### src/rtl/hyper_pkg.sv
// Shared types for the HyperBus CK-enable sequencer: phase/state encodings
// and the fixed command/address length.
package hyper_pkg;

  localparam int CA_CYCLES = 3;

  typedef enum logic [1:0] {
    PH_IDLE = 2'd0,
    PH_CA   = 2'd1,
    PH_LAT  = 2'd2,
    PH_DATA = 2'd3
  } phase_e;

  typedef enum logic [2:0] {
    ST_IDLE  = 3'd0,
    ST_SETUP = 3'd1,
    ST_CA    = 3'd2,
    ST_LAT   = 3'd3,
    ST_DATA  = 3'd4,
    ST_HOLD  = 3'd5
  } state_e;

  // SETUP and HOLD report as the idle/CS phase
  function automatic phase_e phase_of(input state_e st);
    case (st)
      ST_CA:   return PH_CA;
      ST_LAT:  return PH_LAT;
      ST_DATA: return PH_DATA;
      default: return PH_IDLE;
    endcase
  endfunction

endpackage

### src/rtl/hyper_cycle_cnt.sv
// Loadable down-counter with enable and zero flag; a phase lasts load value + 1
// enabled cycles, ending on the cycle the zero flag is seen.
module hyper_cycle_cnt #(
  parameter int W = 16
) (
  input  logic         clk_i,
  input  logic         rst_ni,
  input  logic         load_i,
  input  logic [W-1:0] load_val_i,
  input  logic         en_i,
  output logic         zero_o
);

  logic [W-1:0] cnt_r;

  // load has priority over counting; counting saturates at zero
  always_ff @(posedge clk_i) begin
    if (!rst_ni) begin
      cnt_r <= '0;
    end else if (load_i) begin
      cnt_r <= load_val_i;
    end else if (en_i && (cnt_r != '0)) begin
      cnt_r <= cnt_r - W'(1);
    end else begin
      cnt_r <= cnt_r;
    end
  end

  assign zero_o = (cnt_r == '0);

endmodule

### src/rtl/hyper_ck_en_ctrl.sv
// Per-transaction HyperBus CK-enable sequencer: CS setup, CA, latency, data burst
// and CS hold, with all outputs registered from the next state.
module hyper_ck_en_ctrl
  import hyper_pkg::*;
#(
  parameter int LAT_W    = 5,
  parameter int LEN_W    = 16,
  parameter int CS_SETUP = 1,
  parameter int CS_HOLD  = 1
) (
  input  logic             clk_i,
  input  logic             rst_ni,
  input  logic             trans_valid_i,
  output logic             trans_ready_o,
  input  logic [LEN_W-1:0] trans_len_i,
  input  logic [LAT_W-1:0] trans_lat_i,
  input  logic             trans_lat2x_i,
  input  logic             data_ready_i,
  input  logic             abort_i,
  output logic             ck_en_o,
  output logic             cs_no,
  output logic [1:0]       phase_o,
  output logic             data_beat_o,
  output logic             done_o,
  output logic             aborted_o
);

  localparam int CNT_W = (LEN_W > LAT_W + 1) ? LEN_W : LAT_W + 1;
  localparam logic [CNT_W-1:0] SETUP_LD = CNT_W'(CS_SETUP - 1);
  localparam logic [CNT_W-1:0] HOLD_LD  = CNT_W'(CS_HOLD - 1);
  localparam logic [CNT_W-1:0] CA_LD    = CNT_W'(CA_CYCLES - 1);

  state_e           state_r, state_s;
  logic [LEN_W-1:0] len_r;
  logic [LAT_W:0]   lat_r;
  logic             abort_flag_r;
  logic             cnt_load_s, cnt_en_s, cnt_zero_s, accept_s, abort_take_s;
  logic [CNT_W-1:0] cnt_val_s, lat_ld_s, len_ld_s;
  logic             ck_en_s, beat_s, done_s;

  assign lat_ld_s = CNT_W'(lat_r) - CNT_W'(1);
  assign len_ld_s = CNT_W'(len_r) - CNT_W'(1);

  hyper_cycle_cnt #(.W(CNT_W)) u_cnt (
    .clk_i      (clk_i),
    .rst_ni     (rst_ni),
    .load_i     (cnt_load_s),
    .load_val_i (cnt_val_s),
    .en_i       (cnt_en_s),
    .zero_o     (cnt_zero_s)
  );

  // next-state and phase counter control
  always_comb begin
    state_s      = state_r;
    cnt_load_s   = 1'b0;
    cnt_val_s    = '0;
    cnt_en_s     = 1'b0;
    accept_s     = 1'b0;
    abort_take_s = 1'b0;
    case (state_r)
      ST_IDLE: begin
        if (trans_valid_i) begin
          state_s    = ST_SETUP;
          cnt_load_s = 1'b1;
          cnt_val_s  = SETUP_LD;
          accept_s   = 1'b1;
        end else begin
          state_s = ST_IDLE;
        end
      end
      ST_SETUP, ST_CA, ST_LAT: begin
        if (abort_i) begin
          state_s      = ST_HOLD;
          cnt_load_s   = 1'b1;
          cnt_val_s    = HOLD_LD;
          abort_take_s = 1'b1;
        end else if (!cnt_zero_s) begin
          cnt_en_s = 1'b1;
        end else if (state_r == ST_SETUP) begin
          state_s    = ST_CA;
          cnt_load_s = 1'b1;
          cnt_val_s  = CA_LD;
        end else if ((state_r == ST_CA) && (lat_r != '0)) begin
          state_s    = ST_LAT;
          cnt_load_s = 1'b1;
          cnt_val_s  = lat_ld_s;
        end else if (len_r != '0) begin
          state_s    = ST_DATA;
          cnt_load_s = 1'b1;
          cnt_val_s  = len_ld_s;
        end else begin
          state_s    = ST_HOLD;
          cnt_load_s = 1'b1;
          cnt_val_s  = HOLD_LD;
        end
      end
      ST_DATA: begin
        // a final beat wins over a simultaneous abort
        if (data_beat_o && cnt_zero_s) begin
          state_s    = ST_HOLD;
          cnt_load_s = 1'b1;
          cnt_val_s  = HOLD_LD;
        end else if (abort_i) begin
          state_s      = ST_HOLD;
          cnt_load_s   = 1'b1;
          cnt_val_s    = HOLD_LD;
          abort_take_s = 1'b1;
        end else begin
          cnt_en_s = data_beat_o;
        end
      end
      ST_HOLD: begin
        if (cnt_zero_s) begin
          state_s = ST_IDLE;
        end else begin
          cnt_en_s = 1'b1;
        end
      end
      default: begin
        state_s = ST_IDLE;
      end
    endcase
  end

  assign ck_en_s = (state_s == ST_CA) || (state_s == ST_LAT) ||
                   ((state_s == ST_DATA) && data_ready_i);
  assign beat_s  = (state_s == ST_DATA) && data_ready_i;
  assign done_s  = (state_r == ST_HOLD) && (state_s == ST_IDLE);

  // state, captured request and abort tracking
  always_ff @(posedge clk_i) begin
    if (!rst_ni) begin
      state_r      <= ST_IDLE;
      len_r        <= '0;
      lat_r        <= '0;
      abort_flag_r <= 1'b0;
    end else begin
      state_r <= state_s;
      if (accept_s) begin
        len_r        <= trans_len_i;
        lat_r        <= trans_lat2x_i ? {trans_lat_i, 1'b0} : {1'b0, trans_lat_i};
        abort_flag_r <= 1'b0;
      end else if (abort_take_s) begin
        abort_flag_r <= 1'b1;
      end else begin
        abort_flag_r <= abort_flag_r;
      end
    end
  end

  // registered outputs, derived from the next state
  always_ff @(posedge clk_i) begin
    if (!rst_ni) begin
      ck_en_o       <= 1'b0;
      cs_no         <= 1'b1;
      phase_o       <= PH_IDLE;
      data_beat_o   <= 1'b0;
      done_o        <= 1'b0;
      aborted_o     <= 1'b0;
      trans_ready_o <= 1'b1;
    end else begin
      ck_en_o       <= ck_en_s;
      cs_no         <= (state_s == ST_IDLE);
      phase_o       <= phase_of(state_s);
      data_beat_o   <= beat_s;
      done_o        <= done_s;
      aborted_o     <= done_s && abort_flag_r;
      trans_ready_o <= (state_s == ST_IDLE);
    end
  end

endmodule

### config.mk
export PLATFORM = sky130hd
export DESIGN_NAME = hyper_ck_en_ctrl
export DESIGN_NICKNAME = d
export VERILOG_FILES = /design/src/rtl/hyper_pkg.sv /design/src/rtl/hyper_cycle_cnt.sv /design/src/rtl/hyper_ck_en_ctrl.sv
export SDC_FILE = /design/constraint.sdc
export NUM_CORES = 1
export LEC_CHECK = 0
export CORE_MARGIN = 2
export CORE_UTILIZATION = 50
export DETAILED_ROUTE_END_ITERATION = 7
export GPL_ROUTABILITY_DRIVEN = 0
export HOLD_SLACK_MARGIN = 0.1
export PLACE_DENSITY_LB_ADDON = 0.12
export REMOVE_ABC_BUFFERS = 1
export SETUP_SLACK_MARGIN = 0.2
export SLEW_MARGIN = 10
export SYNTH_ARGS = -nofsm -noshare
export SYNTH_HDL_FRONTEND = slang
export SYNTH_SLANG_ARGS = --single-unit
### constraint.sdc
create_clock -name clk_i -period 2.2 [get_ports clk_i]
set_input_delay 0.22 -clock clk_i [delete_from_list [all_inputs] [get_ports clk_i]]
set_output_delay 0.22 -clock clk_i [all_outputs]
set_load 0.1 [all_outputs]
### Word level (Yosys, flattened, before mapping)

Index checks and enable logic that the tools add are counted.

* add/subtract/negate cells: 3
* equality and inequality tests: 8
* multiplexer cells: 34
* bitwise gates (word level): 1
* reduce and logical (&&, ||, !) cells: 17

Operators with widths (number)
* two-way mux 16 bit: 8
* nonzero test 16 bit: 2
* subtractor 16 x 1 -> 16 bit, second input constant: 2
* two-way mux 3 bit: 7
* logical NOT 16 bit: 1
* two-way mux 1 bit: 13
* equality test 3 x 2 -> 1 bit, second input constant: 4
* case mux 3 bit (4 select lines): 1
* equality test 3 bit, second input constant: 3
* subtractor 6 x 1 -> 7 bit, second input constant: 1
* logical AND 1 bit: 6
* logical NOT 3 bit: 2
* two-way mux 6 bit: 1
* case mux 1 bit (3 select lines): 2
* case mux 2 bit (3 select lines): 1
* nonzero test 6 bit: 1
* equality test 3 x 1 -> 1 bit, second input constant: 1
* OR reduction 3 bit: 1
* logical OR 1 bit: 2
* case mux 1 bit (2 select lines): 1
* nonzero test 2 bit: 1
* OR reduction 2 bit: 1
* NOT 1 bit: 1

* flip-flop bits (word level): 49
* bits of input ports: 27
* logic and storage cells: 74

### Depth between registers and ports, before layout

* depth in word-level cells: 10
* depth in mapped cells: 9
* gate-level depth less buffers: 8

### Hierarchy

Synthesis repeated with hierarchy kept, for this count alone.

* cell total of the unflattened synthesis: 391
* area, all modules: 3051.7 um^2

By module, submodules not included
* hyper_ck_en_ctrl: times used 1, cells each 268, area each 2074.5 um^2, sequential area each 660.6 um^2
* hyper_cycle_cnt: times used 1, cells each 123, area each 977.2 um^2, sequential area each 320.3 um^2

### Least setup slack after synthesis

No wires, ideal clock.

* path type: flip-flop to flip-flop
* from: reg data_beat_o
* to: reg u_cnt.cnt_r[12]
* setup time: 70 ps
* arrival time: 2268 ps
* required time: 2130 ps
* slack: -138 ps
* cell stages (with the launch flop): 8
* clock period less this slack: 2338 ps
* cell sequence: dfxtp_1 > nand2_1 > o31ai_1 > o21a_1 > clkbuf_1 > nor2_1 > a211o_1 > a21oi_1

* longest elaborated chain between the ends: 5
* elaborated cells between the ends (all ways): 9
* those cells by class: mux: 6; reduce/logical: 3

RTL lines
* start: declaration: line hyper_ck_en_ctrl.sv:23 `output logic data_beat_o,`
* start signal: assignment: line hyper_ck_en_ctrl.sv:166 `data_beat_o <= beat_s;`
* two-way mux 1 bit or logical AND 1 bit (tied branches): line hyper_ck_en_ctrl.sv:104, hyper_ck_en_ctrl.sv:100
* two-way mux 1 bit: line hyper_ck_en_ctrl.sv:100 `if (data_beat_o && cnt_zero_s) begin`
* case mux 1 bit (3 select lines): line hyper_ck_en_ctrl.sv:61 `case (state_r)`
* logical AND 1 bit: line hyper_cycle_cnt.sv:22 `end else if (en_i && (cnt_r != '0)) begin`
* nonzero test 2 bit (no source line)
* end signal: assignment: line hyper_cycle_cnt.sv:21 `cnt_r <= load_val_i;`
* end signal: assignment: line hyper_cycle_cnt.sv:23 `cnt_r <= cnt_r - W'(1);`
* end signal: assignment: line hyper_cycle_cnt.sv:25 `cnt_r <= cnt_r;`
* end: declaration: line hyper_cycle_cnt.sv:14 `logic [W-1:0] cnt_r;`

Several ways; a longest one is shown, not always the timed one.
A chain may end at the register's enable or synchronous reset.

### Worst setup path after layout

* from: reg u_cnt.cnt_r[12]
* to: reg u_cnt.cnt_r[15]

* longest elaborated chain between the ends: 6
* elaborated cells between the ends (all ways): 19
* those cells by class: add/sub: 1; mux: 13; reduce/logical: 5

RTL lines
* branches (longest 6 deep; another with subtractor 16 x 1 -> 16 bit)

Parallel ways; which one is timed is not known. The select of a mux whose other input is x is not followed.

==> impl_metrics.json <==
{
  "status": "finished, final reports clean",
  "worst_pin_slew_ns": 0.500,
  "critPathKind": "flop to flop",
  "rr_startpoint": "u_cnt.cnt_r[12]$_SDFFE_PN0P_",
  "grt_use_total": 0.263,
  "cp_common_cell": "buf_6",
  "peakVddDrop_mv": 1.18,
  "crit_start": "u_cnt.cnt_r[12]$_SDFFE_PN0P_",
  "design_area_um2": 4170,
  "dp_slack_ns": 0.0143,
  "synth_warnings": 0,
  "relSlewSlack": 0.664,
  "post_dp_cell_area_um2": 3600,
  "setup_viol_count_final": 0,
  "clock_latency_ns": 0.31,
  "r2r_cells": 10,
  "maxCapViolCount": 0,
  "finalWirelength_mm": 8.71,
  "worstPathArrival_ns": 2.31,
  "critPathBufInv": 4,
  "ys_seq_area_frac": 0.340,
  "initial_utilization": 0.521,
  "area_growth_pct": 44.5,
  "synth_area_um2": 2890,
  "dp_hpwl_mm": 5.83,
  "p_per_area_nw_per_um2": 1680,
  "htreeDepth": 2,
  "critical_path.max_stage_delay_ns": 0.37,
  "async_reset_ff_frac": 0,
  "coreArea_um2": 5540,
  "drive_gt1_frac": 0.343,
  "slew_viol_final": 0,
  "fmax_mhz": 478,
  "skew_ns": 0.00889,
  "r2r-end": "u_cnt.cnt_r[15]$_SDFFE_PN0P_",
  "ant_nets": 0,
  "netlist_instances": 367,
  "fillers": 421,
  "post_drt_wl_per_cell_um": 16.4,
  "via_count": 3097,
  "static-leakage-power_nw": 1.68,
  "grt_pass1_wl_mm": 13.3,
  "ff2ff_setup_slack_ns": 0.11,
  "cts_inserted_buffers": 5,
  "layout.nets": 490,
  "cp-end-kind": "flop",
  "clk_pin_slew_ns": 0.09,
  "drc": 0,
  "synth_top_cell_area_share": 0.340,
  "crit_cells": 10,
  "numClockSinks": 49,
  "fin_ws_ns": 0.109,
  "vias_per_cell": 5.82,
  "cts_buffer_depth": 2,
  "avgSynthCellArea_um2": 7.86,
  "cpMaxStageDelayCell": "dfxtp_1",
  "synthFlopType": "dfxtp_1",
  "worst_ep_required_time_ns": 2.42,
  "cp-start-kind": "flop",
  "yosysMostFrequentCell": "nand2_1",
  "synth_cell_types": 62,
  "crit_chain": "nor3_1, buf_4, nand4_4, buf_6, o211ai_2, buf_6, nand2b_4, buf_6, nor2_1, nor3_1",
  "register_area_um2": 993,
  "cts-root-buf": "clkbuf_8",
  "drtIter0Drc": 246,
  "yosysTopAreaCell": "dfxtp_1",
  "dp.cells": 505,
  "crit_path_max_fanout": 7,
  "hold_viol_final": 0,
  "ys_ff_latch": 49,
  "synth-edff-count": 0,
  "ys_top_cells_by_count": "nand2_1, dfxtp_1, nor2_1",
  "cts_tree": "done",
  "holdBufCountCts": 0,
  "die_h_um": 80.0,
  "holdCritPathClass": "input port to flop",
  "die_area_um2": 6390,
  "drt-pass1-iter-count": 5,
  "antenna_found_initial": 0,
  "rows": 27,
  "synthTopCellsByArea": "dfxtp_1, nand2_1, a21oi_1",
  "grt.overflow.total": 0,
  "die_w_um": 80.0,
  "antenna_cells": 0,
  "stdcell_count": 532,
  "ios": 35,
  "grt_pass1_vias": 2823,
  "crit_family": "simple AND/OR/NAND/NOR gates",
  "finalCriticalPeriod_ns": 2.09,
  "multiInputGateArea_um2": 2040,
  "port_buffers": 34,
  "crit_end": "u_cnt.cnt_r[15]$_SDFFE_PN0P_",
  "fin_crit_sh": 0.951,
  "grt_setup_unrepaired": "true",
  "grt_max_degree": 28,
  "fin_hold_ws_ns": 0.449
}
repair_timing:
| action | in CTS | in global routing |
|---|---|---|
| resized for setup | 23 | 61 |
| gates cloned | 0 | 0 |
| setup buffers | 8 | 11 |
| setup endpoints to repair | 20 | 25 |
| pin swaps | 8 | 18 |
per-stage QoR:
step	power [mW]	TNS, ns	util
6_report	6.99	0	0.753
5_1_grt	7.42	0	0.753
3_3_place_gp	5.12	0	0.650
2_1_floorplan	3.76	-12.68	-
4_1_cts	6.09	0	0.695
3_5_place_dp	5.15	0	0.650
logic make-up (layout without fill, tap and decap cells):
logic type      after synthesis  count (layout)  synth area share
buf+inv                      33             126            0.0473
compound gates               98              98             0.236
flops                        49              49             0.340
fa+ha+maj                     4               4            0.0173
simple gates                159             159             0.284
mux                           4               4            0.0139
xor+xnor                     20              20            0.0607
layout by cell type (no fill, tap or decap), drive strengths merged, types with 13 or more instances in the layout:
master / synthesis / final
a21oi: 34 / 34
buf: 7 / 79
clkdlybuf4s50: 0 / 26
dfxtp: 49 / 49
inv: 13 / 13
nand2: 52 / 52
nor2: 36 / 36
nor3: 18 / 18
o21ai: 14 / 14
xnor2: 13 / 13
worst min-delay path by stage:
stage                     slack, ns                         to                       from  depth (start not counted)
after floorplan                0.30           cs_no$_SDFF_PN1_                     rst_ni                          1
after global placement         0.44       aborted_o$_SDFF_PN0_  abort_flag_r$_SDFFE_PP0P_                          1
after detailed placement       0.44  abort_flag_r$_SDFFE_PP0P_  abort_flag_r$_SDFFE_PP0P_                          2
after CTS                      0.44     len_r[11]$_SDFFE_PN0P_            trans_len_i[11]                          3
after global routing           0.46      len_r[0]$_SDFFE_PN0P_             trans_len_i[0]                          3
final                          0.45      len_r[1]$_SDFFE_PN0P_             trans_len_i[1]                          3
state kept, by name (all words and copies together), names as in the netlist:
name,cells
ck_en_o,1
aborted_o,1
abort_flag_r,1
state_r,3
phase_o,2
lat_r,6
cs_no,1
data_beat_o,1
len_r,16
done_o,1
u_cnt.cnt_r,16
worst reg2reg max path, delay by kind of cell (launching register included):
kind | cells | cell delay [ns]
buffers and inverters | 4 | 0.66
AO/OA/AOI/OAI | 1 | 0.17
flip-flops | 1 | 0.37
AND/OR/NAND/NOR | 5 | 0.81
metal layers:
layer  share of wire  vias to the layer above  track usage  wire [um]
met4           0.014                        0       0.0814        119
met2            0.49                      130        0.438       4250
met3           0.053                       13       0.0317        458
met5               0                        -            0          0
met1            0.45                     1443        0.353       3880
li1                -                     1511            -          -
report_power, final:
part / switching (mW) / total [mW] / internal (mW)
clock: 0.308 / 0.593 / 0.285
sequential: 0.272 / 1.40 / 1.12
combinational: 2.63 / 5.00 / 2.37
final cells by class:
class / instances / area share
multi-input cells: 285 / 0.489
flip-flops and latches: 49 / 0.238
repair buffers: 105 / 0.215
clock buffers: 7 / 0.0231
well taps: 72 / 0.0216
inverters: 13 / 0.0117
clock inverters: 1 / 0.00120
Power figures use the tool's default switching activity.
